### config.mk
export PLATFORM = sky130hd
export DESIGN_NAME = cg_ctrl
export DESIGN_NICKNAME = d
export VERILOG_FILES = /design/src/rtl/cg_ctrl.sv
export SDC_FILE = /design/constraint.sdc
export NUM_CORES = 1
export LEC_CHECK = 0
export CORE_AREA = 5 5 69 71
export DETAILED_ROUTE_END_ITERATION = 8
export DIE_AREA = 0 0 74 76
export PLACE_DENSITY = 0.83
export SLEW_MARGIN = 10
export SYNTH_ARGS = -nofsm -noshare
export SYNTH_HDL_FRONTEND = slang
export SYNTH_SLANG_ARGS = --single-unit
### constraint.sdc
create_clock -name clk -period 4.15 [get_ports clk]
set_clock_uncertainty 0.1 [all_clocks]
set_input_delay 0.83 -clock clk [delete_from_list [all_inputs] [get_ports clk]]
set_output_delay 0.83 -clock clk [all_outputs]
set_load 0.005 [all_outputs]
### src/rtl/cg_ctrl.sv
// cg_ctrl: idle-detect clock-gating controller with sleep handshake and gated-cycle statistics
module cg_ctrl #(
  parameter int IDLE_CYCLES = 16,
  parameter int WAKE_CYCLES = 2,
  parameter int STAT_W      = 16
) (
  input  logic              clk,
  input  logic              rst,
  input  logic              busy_i,
  input  logic              wake_req_i,
  input  logic              sleep_ack_i,
  input  logic              stat_clr_i,
  output logic              cg_en,
  output logic              sleep_req,
  output logic              awake,
  output logic [STAT_W-1:0] gated_cycles
);
  typedef enum logic [1:0] {RUN, REQ, GATED, WAKE} state_t;
  localparam logic [15:0] IDLE_LAST = 16'(IDLE_CYCLES - 1);
  localparam logic [7:0]  WAKE_LAST = 8'(WAKE_CYCLES - 1);
  state_t      state, state_nx;
  logic [15:0] idle_cnt, idle_nx;
  logic [7:0]  wake_cnt, wake_nx;
  logic        wake;
  assign wake = busy_i | wake_req_i;
  always_comb begin
    state_nx = state;
    idle_nx  = idle_cnt;
    wake_nx  = wake_cnt;
    case (state)
      RUN: begin
        idle_nx  = wake ? 16'd0 : (idle_cnt == IDLE_LAST) ? 16'd0 : idle_cnt + 16'd1;
        state_nx = (!wake && idle_cnt == IDLE_LAST) ? REQ : RUN;
      end
      REQ: begin
        state_nx = wake ? RUN : sleep_ack_i ? GATED : REQ;
        idle_nx  = 16'd0;
      end
      GATED: begin
        state_nx = wake ? WAKE : GATED;
        wake_nx  = 8'd0;
      end
      WAKE: begin
        // a lingering ack holds us here even after the wake delay has elapsed
        state_nx = (wake_cnt == WAKE_LAST && !sleep_ack_i) ? RUN : WAKE;
        wake_nx  = (wake_cnt == WAKE_LAST) ? wake_cnt : wake_cnt + 8'd1;
        idle_nx  = 16'd0;
      end
      default: state_nx = RUN;
    endcase
  end
  always_ff @(posedge clk or posedge rst) begin
    if (rst) begin
      state        <= RUN;
      idle_cnt     <= '0;
      wake_cnt     <= '0;
      cg_en        <= 1'b1;
      sleep_req    <= 1'b0;
      awake        <= 1'b1;
      gated_cycles <= '0;
    end else begin
      state        <= state_nx;
      idle_cnt     <= idle_nx;
      wake_cnt     <= wake_nx;
      cg_en        <= state_nx != GATED;
      sleep_req    <= state_nx == REQ || state_nx == GATED;
      awake        <= state_nx == RUN || state_nx == REQ;
      gated_cycles <= stat_clr_i ? '0 :
                      (state == GATED && !(&gated_cycles)) ? gated_cycles + STAT_W'(1) : gated_cycles;
    end
  end
endmodule

==> summary.txt, run 1 <==
Outcome
  • Status: completed

Yosys
  • Most common library cells after synthesis: 43 x dfrtp_1, 33 x nand2_1, 29 x nor2_1
  • Dominant cell type by area after synthesis: dfrtp_1
  • Most frequent cell after synthesis: dfrtp_1
  • Area share of the leading cell type in the synthesized netlist: a little under half
  • Register bit total from synthesis: 45
  • Mapped Avg Cell Area: just over 9 sq um
  • Post-synth EDFFs: 0
  • Synth Instances: ~260
  • Mapped Area: roughly 2400 sq um
  • Syn. warnings: 0
  • Most common flop cell mapped by yosys: dfrtp_1
  • Area contributors post-synth: dfrtp_1 45%, nand2_1 5.2%, nor2_1 4.6%
  • Sequential area share after synthesis: a little under half
  • Syn Nets: between 200 and 300
  • Synth async-reset ratio: 100%
  • Cell variety after synth: 44

Critical path
  • Launch point of the worst reg-to-reg path: idle_cnt[0]$_DFFE_PP0P_
  • Worst Path Required: around 4.3 ns
  • Critical path depth: 6
  • Cell family with most CP delay: simple AND/OR/NAND/NOR gates
  • Critical Path AT: between 2 and 3 ns
  • Max FO, Critical Path: 15
  • Slowest cell delay on critical path: about 0.73 ns
  • Crit. End Element: flip-flop
  • CP max stage cell: nor2_1
  • Type of origin of the critical path: input pin
  • CP startpoint: wake_req_i
  • Crit path cell chain: clkdlybuf4s50_1 > nor2_1 > nand2_1 > nor2_1 > a41oi_1 > a31oi_1
  • Critical path type: in -> reg
  • Setup crit end: idle_cnt[15]$_DFFE_PP0P_
  • Reg2reg setup slack: around 1.8 ns
  • Cell mode on critical path: nor2_1
  • Reg-to-reg critical path endpoint: idle_cnt[15]$_DFFE_PP0P_
  • R2r worst-path depth: 6
  • Critical path buffer and inverter count: 1

Timing
  • Tcrit/Tclk final: about 67%
  • FMAX: 0.359 GHz
  • Slew margin rel.: roughly 40%
  • Setup TNS: 0 ns
  • Tmin final: between 2 and 3 ns
  • RSZ-0062 raised after global routing: false
  • # setup viols final: 0
  • Final-report max-slew violation count: 0
  • Slew @ Worst Pin: 0.900 ns
  • Hold Fails Final Rpt: 0

GRT
  • First-pass GRT wire length: roughly 8300 um
  • Antenna violations before repair: 0
  • Largest net degree at the start of global routing: between 40 and 50
  • Vias in the first global route: roughly 1.8k
  • Tot GR Track Use: 18.6%
  • Gr ovfl total: 0

Detailed routing
  • DR iter-0 viols: between 100 and 150
  • Drt first pass iters: 4
  • Post-DRT Antenna Nets: 0
  • Drt total wl: ~4900 um
  • # DRC: 0
  • Vias: 1985
  • Average wire per standard cell: between 10 and 15 um
  • Drt via density: 5.84

Final layout
  • Finished Layout Cells: between 300 and 400
  • Layout fillers: 346
  • Area Growth Syn to Fin: 15.3%
  • Proportion of layout cells with a drive suffix above 1: 5.90%
  • Register area: ~1100 sq um
  • Area used by multi-input combinational logic: between 1000 and 1500 sq um
  • Final antenna diode count: 0
  • # nets final: a little under 300

Clock network
  • Worst skew pair latency: slightly above 0.3 ns
  • TritonCTS buffer count: 5
  • CTS Hold Bufs: 0
  • Resize count post-CTS: 0
  • Setup Fix Bufs, Post-CTS: 0
  • CTS root buffer: clkbuf_8
  • Deepest clock path buffer count: 2
  • Clk sinks: between 40 and 50
  • CTS tree: done
  • H-tree depth: 2
  • Clock transition at path regs: 0.08 ns

Die
  • Die Y-Extent: roughly 76 um
  • Initial Util: 57.0%
  • Die ar.: around 5600 sq um
  • Row Count: 24
  • Core area: around 4200 sq um
  • DIE WIDTH: roughly 74 um
  • # IOs: 25

Placed design
  • # port buffers: 24
  • Gpl congestion: roughly 0.8
  • Hpwl dp: about 3300 um
  • Dpl cells: 332

Power and ir drop
  • Sequential power share: 51.2%
  • Post-layout total power: between 1 and 1.5 mW
  • Switching Share: between 30 and 40%
  • Switching pwr: ~340 uW
  • P_int: ~710 uW
  • Lkg Pwr: ~1.1 nW
  • Gate power share: 23.2%
  • Clk pwr share: about a quarter
  • Power per cell area: 383 nW/um^2
  • Max VDD drop: around 0.00043 V

Job
  • Maxcap violations: 0

Min path
  • Worst min path class: reg -> reg
worst min path at each step:
stage,startpoint,end,slack [ns],depth (start not counted)
after detailed placement,idle_cnt[15]$_DFFE_PP0P_,idle_cnt[15]$_DFFE_PP0P_,0.40,1
after global placement,idle_cnt[15]$_DFFE_PP0P_,idle_cnt[15]$_DFFE_PP0P_,0.39,1
final,idle_cnt[15]$_DFFE_PP0P_,idle_cnt[15]$_DFFE_PP0P_,0.42,1
after floorplan,idle_cnt[15]$_DFFE_PP0P_,idle_cnt[15]$_DFFE_PP0P_,0.35,1
after global routing,idle_cnt[15]$_DFFE_PP0P_,idle_cnt[15]$_DFFE_PP0P_,0.45,1
after CTS,idle_cnt[15]$_DFFE_PP0P_,idle_cnt[15]$_DFFE_PP0P_,0.42,1
power by group through the flow:
stage	clock, mW	combinational [mW]	sequential [mW]
2_1_floorplan	0	0.184	0.524
3_3_place_gp	0	0.241	0.544
3_5_place_dp	0	0.247	0.546
4_1_cts	0.282	0.247	0.537
5_1_grt	0.299	0.277	0.547
6_report	0.269	0.244	0.538
layer usage:
metal / track usage [%] / share of wire, %
met3: 4.75 / 6.5
met2: 28.5 / 47
met4: 7.97 / 1.6
met1: 24.6 / 45
met5: 0 / 0
through the flow:
stage	utilization, %	hold WS (ns)	instance area [sq um]	setup slack [ns]
2_1_floorplan	-	0.354	2380	1.95
3_3_place_gp	63.7	0.387	2660	1.24
3_5_place_dp	63.7	0.402	2660	1.07
4_1_cts	65.8	0.420	2750	1.39
5_1_grt	65.8	0.452	2750	1.18
6_report	65.8	0.419	2750	1.37
registers in the layout, indices dropped and copies added, names as in the netlist:
signal,cells
awake,1
cg_en,1
gated_cycles,16
idle_cnt,16
sleep_req,1
state,2
wake_cnt,8
kinds of logic (layout without fill, tap and decap cells):
| group | Yosys count | after routing | synth area share [%] |
|---|---|---|---|
| compound gates | 48 | 48 | 12.4 |
| xor+xnor | 19 | 19 | 6.99 |
| fa+ha+maj | 4 | 4 | 2.10 |
| buf+inv | 16 | 41 | 2.84 |
| flops | 45 | 45 | 47.4 |
| mux | 1 | 1 | 0.420 |
| simple gates | 130 | 130 | 27.9 |
cells in the final DEF (no fill, tap or decap), drive strengths merged, types with 7 or more instances in the layout:
master | Yosys | routed
nand3 | 16 | 16
nor3 | 7 | 7
xnor2 | 9 | 9
and3 | 8 | 8
xor2 | 10 | 10
clkdlybuf4s50 | 0 | 24
nand2 | 33 | 33
nor2 | 29 | 29
a21oi | 9 | 9
dfrtp | 43 | 43
o21ai | 19 | 19
a31oi | 8 | 8
area by class of cell:
cell class	count	area share, %
multi-input combinational	202	43.1
clock inverter	3	0.638
inverter	7	0.957
tap	52	2.37
timing repair buffer	26	9.29
sequential	45	41.1
clock buffer	5	2.51
No activity file was read; power rests on OpenSTA's default activity.
==> run 2, diff against run 1 <==
--- a/config.mk
+++ b/config.mk
@@ -5,10 +5,10 @@
 export SDC_FILE = /design/constraint.sdc
 export NUM_CORES = 1
 export LEC_CHECK = 0
-export CORE_AREA = 5 5 69 71
+export CORE_AREA = 5 5 75 77
 export DETAILED_ROUTE_END_ITERATION = 8
-export DIE_AREA = 0 0 74 76
-export PLACE_DENSITY = 0.83
+export DIE_AREA = 0 0 80 82
+export PLACE_DENSITY = 0.74
 export SLEW_MARGIN = 10
 export SYNTH_ARGS = -nofsm -noshare
 export SYNTH_HDL_FRONTEND = slang
==> constraint.sdc (replaced) <==
create_clock -name clk -period 2.45 [get_ports clk]
set_clock_uncertainty 0.1 [all_clocks]
set_input_delay 0.49 -clock clk [delete_from_list [all_inputs] [get_ports clk]]
set_output_delay 0.49 -clock clk [all_outputs]
set_load 0.005 [all_outputs]
==> summary.txt, run 2 (synthesized netlist as in run 1, its figures left out) <==
Clock network
  • Resize count post-CTS: 0
  • TritonCTS buffer count: 5
  • CTS root buffer: clkbuf_8
  • Deepest clock path buffer count: 2
  • Worst skew pair latency: ~0.3 ns
  • CTS tree: done
  • CTS Hold Bufs: 0
  • Clk sinks: 45
  • Setup Fix Bufs, Post-CTS: 0
  • H-tree depth: 2
  • Clock transition at path regs: around 0.08 ns

Die
  • Row Count: 26
  • # IOs: 25
  • DIE WIDTH: around 80 um
  • Core area: a little under 5000 sq um
  • Initial Util: 48.2%
  • Die ar.: about 6600 sq um
  • Die Y-Extent: just over 80 um

GRT
  • First-pass GRT wire length: around 8600 um
  • Largest net degree at the start of global routing: 37
  • Antenna violations before repair: 0
  • Vias in the first global route: ~1.9k
  • Gr ovfl total: 0
  • Tot GR Track Use: 17.0%

Critical path
  • Worst Path Required: 2.59 ns
  • Slowest cell delay on critical path: ~0.51 ns
  • Max FO, Critical Path: 7
  • CP max stage cell: or4_1
  • Launch point of the worst reg-to-reg path: idle_cnt[0]$_DFFE_PP0P_
  • Crit path cell chain: ha_1 > and3_1 > and4_4 > or2_4 > or4_1 > nand3_1
  • Critical Path AT: between 2 and 2.5 ns
  • CP startpoint: idle_cnt[0]$_DFFE_PP0P_
  • Type of origin of the critical path: flip-flop
  • Critical path type: reg -> reg
  • Crit. End Element: flip-flop

Placed design
  • Hpwl dp: 3590 um
  • # port buffers: 24
  • Gpl congestion: between 0.9 and 1

Power and ir drop
  • Lkg Pwr: between 1 and 1.5 nW
  • Power per cell area: approximately 650 nW/um^2
  • Max VDD drop: between 0.0004 and 0.0005 V

Final layout
  • Final antenna diode count: 0
  • Layout fillers: 479
  • Register area: around 1100 sq um
  • Most frequent cells in the layout: 43 x dfrtp_1, 33 x nand2_1, 29 x nor2_1, 24 x clkdlybuf4s50_1
  • Commonest non-fill, non-tap cell in the layout: dfrtp_1
  • Area used by multi-input combinational logic: 1180 sq um
  • Largest regs: gated_cycles (16), idle_cnt (16), wake_cnt (8)
  • # nets final: around 300
  • Proportion of layout cells with a drive suffix above 1: 7.19%
  • Area Growth Syn to Fin: 18.7%
  • Final core utilization: between 50% and 60%

Detailed routing
  • Average wire per standard cell: 14.0 um
  • DR iter-0 viols: ~90
  • # DRC: 0
  • Vias: 2048
  • Drt via density: about 5.7
  • Drt first pass iters: 4
  • Drt total wl: just over 5000 um
  • Post-DRT Antenna Nets: 0

Timing
  • RSZ-0062 raised after global routing: false
  • # setup viols final: 0
  • Hold Fails Final Rpt: 0
  • Slew margin rel.: just over 60%
  • Final-report max-slew violation count: 0
  • Slew @ Worst Pin: 0.584 ns
  • Tcrit/Tclk final: 85.7%
  • Setup TNS: 0 ns
  • Tmin final: around 2.1 ns
  • FMAX: about 0.48 GHz

Min path
  • Worst min path class: in -> async

Outcome
  • Status: completed

Job
  • Maxcap violations: 0
[run 2: worst max-delay path, delay by kind of cell (launching register included)]
| kind | cells | cell delay, ns |
|---|---|---|
| simple gates | 5 | 1.28 |
| fa+ha+maj | 1 | 0.23 |
| flops | 1 | 0.43 |
[run 2: power by group]
group,internal (mW),switching (mW)
registers,0.813,0.0869
clock network,0.255,0.251
logic,0.196,0.238
[run 2: path summary, 6_finish.rpt]
path / endpoint / slack (ns) / depth (start not counted)
worst min-delay path: gated_cycles[5]$_DFFE_PP0P_ / 0.33 / 2
worst max register to register: idle_cnt[14]$_DFFE_PP0P_ / 0.35 / 6
worst min register to register: idle_cnt[15]$_DFFE_PP0P_ / 0.41 / 1
max in group asynchronous: awake$_DFF_PP1_ / 1.38 / 3
worst max-delay path: idle_cnt[14]$_DFFE_PP0P_ / 0.35 / 6
min in group clk: idle_cnt[15]$_DFFE_PP0P_ / 0.41 / 1
[run 2: cell type report]
class,count,area share [%]
Multi-Input combinational cell,202,41.9
Sequential cell,45,39.9
Timing Repair Buffer,30,10.5
Clock buffer,7,3.41
Tap cell,70,3.10
Inverter,7,0.930
Clock inverter,1,0.177
[run 2: stage by stage]
stage               hold slack (ns)  total power [mW]  cell area [sq um]  setup WS [ns]  cells
floorplan                     0.354              1.20               2380          0.481    263
global placement              0.398              1.34               2730          0.213    354
detailed placement            0.398              1.35               2730          0.155    354
CTS                           0.329              1.86               2830          0.355    362
global route                  0.342              1.97               2830          0.274    362
finish                        0.326              1.84               2830          0.350    362
[run 2: routing by layer]
layer,share of wire (%),routed length (um),vias to the layer above,global-route usage [%]
met5,0,0,-,0
li1,-,-,1000,-
met3,5.2,263,10,4.71
met4,2.1,106,0,7.60
met2,48,2430,54,28.8
met1,44,2250,984,20.0
==> run 3, diff against run 2 <==
==> constraint.sdc (replaced) <==
create_clock -name clk -period 1.74 [get_ports clk]
set_clock_uncertainty 0.1 [all_clocks]
set_input_delay 0.348 -clock clk [delete_from_list [all_inputs] [get_ports clk]]
set_output_delay 0.348 -clock clk [all_outputs]
set_load 0.05 [all_outputs]
==> summary.txt, run 3 (synthesized netlist as in run 1, its figures left out) <==
Outcome
  • Status: finished with violations
  • Failing checks: negative setup slack

Detailed routing
  • Post-DRT Antenna Nets: 0
  • Vias: between 2k and 2.5k
  • Drt total wl: 5660 um
  • Drt via density: about 5.5
  • DR iter-0 viols: 46
  • # DRC: 0
  • Average wire per standard cell: 14.1 um
  • Drt first pass iters: 5

Final layout
  • Largest regs: gated_cycles (16), idle_cnt (16), wake_cnt (8)
  • Finished Layout Cells: roughly 400
  • Area used by multi-input combinational logic: 1260 sq um
  • Final antenna diode count: 0
  • # nets final: around 340
  • Commonest non-fill, non-tap cell in the layout: buf_4
  • Most frequent cells in the layout: 47 x buf_4, 33 x nand2_1, 28 x nor2_1, 26 x dfrtp_1, 18 x buf_12
  • Proportion of layout cells with a drive suffix above 1: 33.4%
  • Area Growth Syn to Fin: 43.9%
  • Layout fillers: about 370
  • Register area: around 1100 sq um

Min path
  • Worst min path class: in -> async

GRT
  • Vias in the first global route: ~2.1k
  • GR peak layer: met2
  • Grt met1 use: 21.3%
  • Antenna violations before repair: 0
  • Grt met2 use: about a third
  • Tot GR Track Use: approximately 18%
  • Largest net degree at the start of global routing: 21
  • First-pass GRT wire length: between 9000 and 10000 um
  • Gr ovfl total: 0
  • GR Util met3: approximately 4.3%

Placed design
  • # port buffers: 24
  • Hpwl dp: between 3000 and 4000 um
  • Gpl congestion: roughly 0.88
  • Dpl cells: between 300 and 400

Clock network
  • H-tree depth: 2
  • CTS root buffer: clkbuf_8
  • Worst skew pair latency: ~0.30 ns
  • Deepest clock path buffer count: 2
  • Clk sinks: 45
  • CTS tree: done
  • Clock transition at path regs: ~0.090 ns
  • TritonCTS buffer count: 5

Timing
  • Hold Fails Final Rpt: 0
  • Final-report max-slew violation count: 0
  • FMAX: roughly 0.56 GHz
  • Tmin final: roughly 1.8 ns
  • # setup viols final: 2
  • Slew @ Worst Pin: ~0.44 ns
  • Slew margin rel.: slightly above 70%
  • Tcrit/Tclk final: 102%
  • RSZ-0062 raised after global routing: true
  • Min Hold Slack: roughly 0.19 ns
  • Final WS setup: -0.0411 ns

Die
  • Initial Util: between 40% and 50%
  • Row Count: 26
  • DIE WIDTH: 80 um
  • # IOs: 25
  • Core area: ~4900 sq um
  • Die ar.: around 6600 sq um
  • Die Y-Extent: roughly 82 um

Critical path
  • Worst Path Required: 1.88 ns
  • Launch point of the worst reg-to-reg path: idle_cnt[0]$_DFFE_PP0P_
  • CP startpoint: idle_cnt[0]$_DFFE_PP0P_
  • Critical path type: reg -> reg
  • Max FO, Critical Path: 3
  • Critical Path AT: between 1.5 and 2 ns
  • Crit. End Element: flip-flop
  • Type of origin of the critical path: flip-flop

Power and ir drop
  • Lkg Pwr: between 1 and 1.5 nW
  • Max VDD drop: approximately 0.0011 V
  • Power per cell area: a little over 900 nW/um^2
  • Post-layout total power: 3.12 mW

Job
  • Maxcap violations: 0
run 3: changes by cell type in the layout (fill, tap and decap cells not counted), sizes merged:
cell           previous run  this run
clkbuf                    7         5
bufinv                    0         2
clkdlybuf4s50            24         5
buf                       6        65
run 3: worst max-delay path, stage by stage (launching register included):
cell and delay, ns:
dfrtp_1 0.39, ha_2 0.19, and3_4 0.18, and4_4 0.15, or2_4 0.23, or4_1 0.39
nand3_1 0.09
run 3: cell type report:
class                           instances  area share, %
Clock inverter                          3           1.90
Inverter                                7          0.767
Sequential cell                        45           33.6
Clock buffer                            5           2.01
Timing Repair Buffer                   70           22.3
Tap cell                               70           2.56
Multi-Input combinational cell        202           36.9
run 3: worst paths after layout:
check / endpoint / slack, ns / cells past startpoint
setup / recovery: idle_cnt[14]$_DFFE_PP0P_ / -0.04 / 6
hold / removal: gated_cycles[10]$_DFFE_PP0P_ / 0.19 / 2
setup reg to reg: idle_cnt[14]$_DFFE_PP0P_ / -0.04 / 6
hold reg to reg: wake_cnt[4]$_DFFE_PP0P_ / 0.42 / 1
max in group asynchronous: idle_cnt[5]$_DFFE_PP0P_ / 0.80 / 3
min in group clk: wake_cnt[4]$_DFFE_PP0P_ / 0.42 / 1
run 3: what timing repair did:
action                     4_1_cts  5_1_grt
setup buffers                    1        8
pin swaps                        1        3
hold buffers                     0        0
gates resized for setup          0        8
setup endpoints to repair        2       21
run 3: layer usage:
metal / vias up / routed length [um]
met2: 54 / 3010
li1: 1081 / -
met1: 1051 / 2350
met3: 10 / 208
met5: - / 0
met4: 0 / 95
run 3: per-stage QoR:
stage          utilization [%]  TNS [ns]  instance area (sq um)  worst slack (ns)
3_5_place_dp              64.3     -2.14                   3180            -0.231
6_report                  69.3   -0.0434                   3430           -0.0411
2_1_floorplan                -   -0.0710                   2450           -0.0710
4_1_cts                   67.2   -0.0479                   3320           -0.0386
3_3_place_gp              64.3     -1.56                   3180            -0.210
5_1_grt                   69.3    -0.385                   3430            -0.108
run 3: where the power goes:
part	internal (mW)	switching (mW)	leakage (nW)
clock	0.570	0.360	0.0681
sequential	1.15	0.0859	0.580
combinational	0.424	0.536	0.785
